## src/rtl/fifo_wr_ctrl_if.sv

```systemverilog
// Write-side bundle between the async FIFO write controller and its environment.
// The slave modport is the controller; the master modport is the producer/synchronizer side.
interface fifo_wr_ctrl_if #(
    parameter int ADDR_W = 3
);
    logic              wr_en;
    logic [ADDR_W:0]   rd_gray_sync;
    logic              wr_ram_en;
    logic [ADDR_W-1:0] wr_addr;
    logic [ADDR_W:0]   wr_gray;
    logic              full;
    logic              almost_full;
    logic [ADDR_W:0]   wr_level;
    logic              overflow;

    modport master (
        output wr_en, rd_gray_sync,
        input  wr_ram_en, wr_addr, wr_gray, full, almost_full, wr_level, overflow
    );

    modport slave (
        input  wr_en, rd_gray_sync,
        output wr_ram_en, wr_addr, wr_gray, full, almost_full, wr_level, overflow
    );
endinterface

```

## src/rtl/fifo_wr_ctrl.sv

```systemverilog
// Async FIFO write-domain controller: binary/Gray write pointers, RAM write strobe,
// and full / almost-full / level / sticky-overflow flags against the synced read pointer.
module fifo_wr_ctrl #(
    parameter int ADDR_W    = 3,
    parameter int AF_THRESH = 6
) (
    input  logic          clk,
    input  logic          reset,
    fifo_wr_ctrl_if.slave bus
);
    localparam logic [ADDR_W:0] AF_LEVEL = (ADDR_W + 1)'(AF_THRESH);

    logic [ADDR_W:0] wr_bin;
    logic [ADDR_W:0] wr_bin_next;
    logic [ADDR_W:0] gray_next;
    logic [ADDR_W:0] rd_bin;
    logic [ADDR_W:0] full_code;
    logic [ADDR_W:0] level_next;
    logic            push;

    assign push          = bus.wr_en & ~bus.full & ~reset;
    assign bus.wr_ram_en = push;
    assign bus.wr_addr   = wr_bin[ADDR_W-1:0];

    assign wr_bin_next = wr_bin + {{ADDR_W{1'b0}}, push};
    assign gray_next   = wr_bin_next ^ (wr_bin_next >> 1);

    always_comb begin
        // NOTE: default every bit first so no path through this block can infer a latch.
        rd_bin = '0;
        for (int i = 0; i <= ADDR_W; i++) begin
            rd_bin[i] = ^(bus.rd_gray_sync >> i);
        end
    end

    // Full means the write pointer is one lap ahead: Gray top two bits inverted, rest equal.
    assign full_code  = {~bus.rd_gray_sync[ADDR_W:ADDR_W-1], bus.rd_gray_sync[ADDR_W-2:0]};
    assign level_next = wr_bin_next - rd_bin;

    // NOTE: non-blocking assignments so every register samples pre-edge values together.
    always_ff @(posedge clk) begin
        if (reset) begin
            // NOTE: plain flops only (no storage array), so all state is cleared on reset.
            wr_bin          <= '0;
            bus.wr_gray     <= '0;
            bus.full        <= 1'b0;
            bus.almost_full <= 1'b0;
            bus.wr_level    <= '0;
            bus.overflow    <= 1'b0;
        end else begin
            wr_bin          <= wr_bin_next;
            bus.wr_gray     <= gray_next;
            bus.full        <= (gray_next == full_code);
            bus.almost_full <= (level_next >= AF_LEVEL);
            bus.wr_level    <= level_next;
            bus.overflow    <= bus.overflow | (bus.wr_en & bus.full);
        end
    end
endmodule

```

## src/flat_wrapper.sv

```systemverilog
// flat-port wrapper written by rule: the top's interface ports become plain ports
module fifo_wr_ctrl_flat 
#(
    parameter int ADDR_W    = 3,
    parameter int AF_THRESH = 6
)
  (clk, reset, bus_wr_en, bus_rd_gray_sync, bus_wr_ram_en, bus_wr_addr, bus_wr_gray, bus_full, bus_almost_full, bus_wr_level, bus_overflow);
  fifo_wr_ctrl_if #(.ADDR_W(ADDR_W)) bus_i ();
  input  logic clk;
  input  logic reset;
  input wire logic [$bits(bus_i.wr_en)-1:0] bus_wr_en;
  input wire logic [$bits(bus_i.rd_gray_sync)-1:0] bus_rd_gray_sync;
  output wire logic [$bits(bus_i.wr_ram_en)-1:0] bus_wr_ram_en;
  output wire logic [$bits(bus_i.wr_addr)-1:0] bus_wr_addr;
  output wire logic [$bits(bus_i.wr_gray)-1:0] bus_wr_gray;
  output wire logic [$bits(bus_i.full)-1:0] bus_full;
  output wire logic [$bits(bus_i.almost_full)-1:0] bus_almost_full;
  output wire logic [$bits(bus_i.wr_level)-1:0] bus_wr_level;
  output wire logic [$bits(bus_i.overflow)-1:0] bus_overflow;
  assign bus_i.wr_en = bus_wr_en;
  assign bus_i.rd_gray_sync = bus_rd_gray_sync;
  assign bus_wr_ram_en = bus_i.wr_ram_en;
  assign bus_wr_addr = bus_i.wr_addr;
  assign bus_wr_gray = bus_i.wr_gray;
  assign bus_full = bus_i.full;
  assign bus_almost_full = bus_i.almost_full;
  assign bus_wr_level = bus_i.wr_level;
  assign bus_overflow = bus_i.overflow;
  fifo_wr_ctrl #(.ADDR_W(ADDR_W), .AF_THRESH(AF_THRESH)) u_core (.clk(clk), .reset(reset), .bus(bus_i));
endmodule
```

## config.mk

```make
export PLATFORM = sky130hd
export DESIGN_NAME = fifo_wr_ctrl_flat
export DESIGN_NICKNAME = d
export VERILOG_FILES = /design/src/rtl/fifo_wr_ctrl_if.sv /design/src/rtl/fifo_wr_ctrl.sv /design/src/flat_wrapper.sv
export SDC_FILE = /design/constraint.sdc
export NUM_CORES = 1
export LEC_CHECK = 0
export CAP_MARGIN = 10
export CORE_ASPECT_RATIO = 1.1
export CORE_MARGIN = 2
export CORE_UTILIZATION = 41
export CTS_BUF_LIST = sky130_fd_sc_hd__clkbuf_8
export DETAILED_ROUTE_END_ITERATION = 6
export PLACE_DENSITY = 0.76
export SLEW_MARGIN = 30
export SYNTH_ARGS = -nofsm -noshare
export SYNTH_HDL_FRONTEND = slang
export SYNTH_SLANG_ARGS = --single-unit
```

## constraint.sdc

```tcl
create_clock -name clk -period 2.37 [get_ports clk]
set_clock_uncertainty 0.2 [all_clocks]
set_input_delay 0.474 -clock clk [delete_from_list [all_inputs] [get_ports clk]]
set_output_delay 0.474 -clock clk [all_outputs]
set_load 0.02 [all_outputs]
```

==> impl_metrics.toml <==
[power_and_ir_drop]
p_seq_frac = 0.340
p_total_mw = 0.783
swShare = 0.288
p_leak_nw = 0.500
pwr-share-comb = 0.359
power.density_mw_per_mm2 = 657
peakVddDrop_v = 0.000486
p_int_mw = 0.558
clockPowerShare = 0.301
switchingPower_mw = 0.225

[critical_path]
setup.worst_path.end_class = "register"
path_class = "reg2reg"
crit_required_ns = 2.34
crit_path_max_fanout = 2
startpoint_type = "register"
setup.worst_path.start = "u_core.bus.full"
reg2reg_from = "u_core.bus.full"
reg2reg_slack_ns = 0.02
worst-endpoint-arrival_ns = 2.33
cp-endpoint = "u_core.bus.almost_full"
rr_worst_depth = 8
r2r-end = "u_core.bus.almost_full"

[grt]
antenna_found_initial = 0
grt_pass1_wl_um = 2590
grt_max_degree = 15
grt_pass1_vias = 596
grt.total_usage = 0.191
grt_overflow = 0

[synthesis]
synthXorXnorAreaFrac = 0.213
ys_top_cells_by_area = "dfxtp_1, xnor2_1, ha_1"
yosys_warnings = 0
synth_compound_area_frac = 0.0562
netlist_instances = 62
ys_types = 20
ys_seq_elements = 14
synthSimpleGateAreaFrac = 0.145
syn_area_sq_um = 646
postSynthAreaPerCell_sq_um = 10.4
synth_top_family_by_area = "XOR/XNOR gates"
synth_top_area_share = 0.434
synthMuxAreaShare = 0
syn_nets = 75
yosysTopAreaCell = "dfxtp_1"
seq_area_frac_synth = 0.434
synthAdderAreaFrac = 0.128

[placement]
io_buffers = 21
place_congestion = 0.746
dp_hpwl_um = 1150

[floorplan]
die_h_um = 45.6
dieArea_sq_mm = 0.00191
core.rowCount = 15
die_x_um = 41.8
core_sq_mm = 0.00152
initial_core_util = 0.425
ios = 22

[clocking]
cts_root_buf = "clkbuf_8"
cts.clk_slew.worst_paths_ns = 0.06
cts_sinks = 14
cts_buffers = 3
h-tree-depth = 1
postCtsHoldBufs = 0
cts_tree = "yes"
clkLatencyLatePin_ns = 0.25
clockBufferDepth = 2

[worst_hold_path]
holdPathStages = 2
holdCritPathClass = "reg2reg"

[final_layout]
drive_gt1_frac = 0.434
n_fill_cell = 76
diodes = 0
syn2layout_area_growth_pct = 84.7
nets = 120
final_common_cell = "buf_4"
final_core_util = 0.784
final_cell_mix = "buf_4, clkdlybuf4s50_1, dfxtp_1"

[run_status]
status = "finished clean"

[flow_run]
drv_cap = 0

[sta]
worstMarginPinSlew_ns = 0.340
finalHoldViolCount = 0
max_slew_margin = 0.772
fmaxAchievable_mhz = 425
maxSlewViolCount = 0
finalCritPeriodShare = 0.992
setup_viol = 0
fin_crit_ns = 2.35

[route]
ant_nets = 0
viasPerCell = 4.90
drt_iter0_markers = 9
drc_errors = 0
via_count = 603
wl_per_cell_um = 15.2
dr.pass1.iters = 4
drt_wl_total_um = 1880
## power by group through the flow
stage,logic [mW],clock network [mW],registers [mW]
after floorplan,0.0825,0,0.300
after global routing,0.301,0.246,0.268
after global placement,0.216,0,0.271
after CTS,0.246,0.237,0.266
after detailed placement,0.222,0,0.271
final,0.281,0.236,0.266
## state kept, by name (all words and copies together), names as in the netlist
| name | count |
|---|---|
| u_core.bus.wr_gray | 3 |
| u_core.wr_bin | 4 |
| u_core.bus.full | 1 |
| u_core.bus.almost_full | 1 |
| u_core.bus.wr_level | 4 |
| u_core.bus.overflow | 1 |
## critical path: stages, from the launching register on
cell     delay [ns]
dfxtp_4        0.36
nor3b_4        0.28
ha_4           0.20
ha_4           0.14
xor2_2         0.16
ha_1           0.30
o21a_1         0.15
or3_4          0.36
a31oi_4        0.13
## cell type report
type | instances | area, sq um | area share
Multi-Input combinational cell | 44 | 475 | 0.399
Timing Repair Buffer | 41 | 345 | 0.290
Sequential cell | 14 | 284 | 0.238
Clock buffer | 4 | 55.1 | 0.0462
Tap cell | 17 | 21.3 | 0.0178
Inverter | 3 | 11.3 | 0.00944
## timing repair
action	in CTS	in global routing
setup endpoints to repair	6	2
pin swaps	12	11
setup buffers	2	2
resized for setup	26	12
gates cloned	0	0
## cell families after synthesis
family                     Yosys count
AOI/OAI and AO/OA                    6
and+or+nand+nor                     18
adders and majority gates            6
buffers and inverters                4
DFF                                 14
xor gates and xnor gates            14
## layer usage
layer	GRT usage	wire length, um
met1	0.181	723
met2	0.341	994
met3	0.0635	98
met4	0.161	59
met5	0	0
## synth_stat cells
cell type and number:
xnor2_1 8, xor3_1 1, inv_1 3, and3_4 1, ha_1 5, nor3b_1 1
clkbuf_1 1, nor2_1 11, o21ai_0 1, a21oi_1 2, nor2b_1 2, fa_1 1
xor2_1 5, a31oi_1 1, o21a_1 1, or2_2 1, and4_1 1, or3_1 1
dfxtp_1 14, a21boi_0 1
## worst min path at each step
stage,from,end
after detailed placement,u_core.bus.overflow,u_core.bus.overflow
final,u_core.bus.overflow,u_core.bus.overflow
after floorplan,reset,u_core.bus.wr_level[3]
after CTS,bus_wr_en,u_core.bus.overflow
after global placement,u_core.bus.overflow,u_core.bus.overflow
after global routing,bus_wr_en,u_core.bus.overflow
## per-stage QoR
step | instance area [sq um] | TNS [ns] | std cells | setup slack (ns) | hold WS (ns)
floorplan | 679 | -0.266 | 62 | -0.138 | 0.343
global placement | 1030 | -2.53 | 115 | -0.612 | 0.259
detailed placement | 1030 | -2.89 | 115 | -0.705 | 0.288
CTS | 1130 | 0 | 121 | 0.00245 | 0.288
global route | 1190 | -0.0334 | 123 | -0.0224 | 0.304
finish | 1190 | 0 | 123 | 0.0188 | 0.293
(Power assumes the default switching activity.)
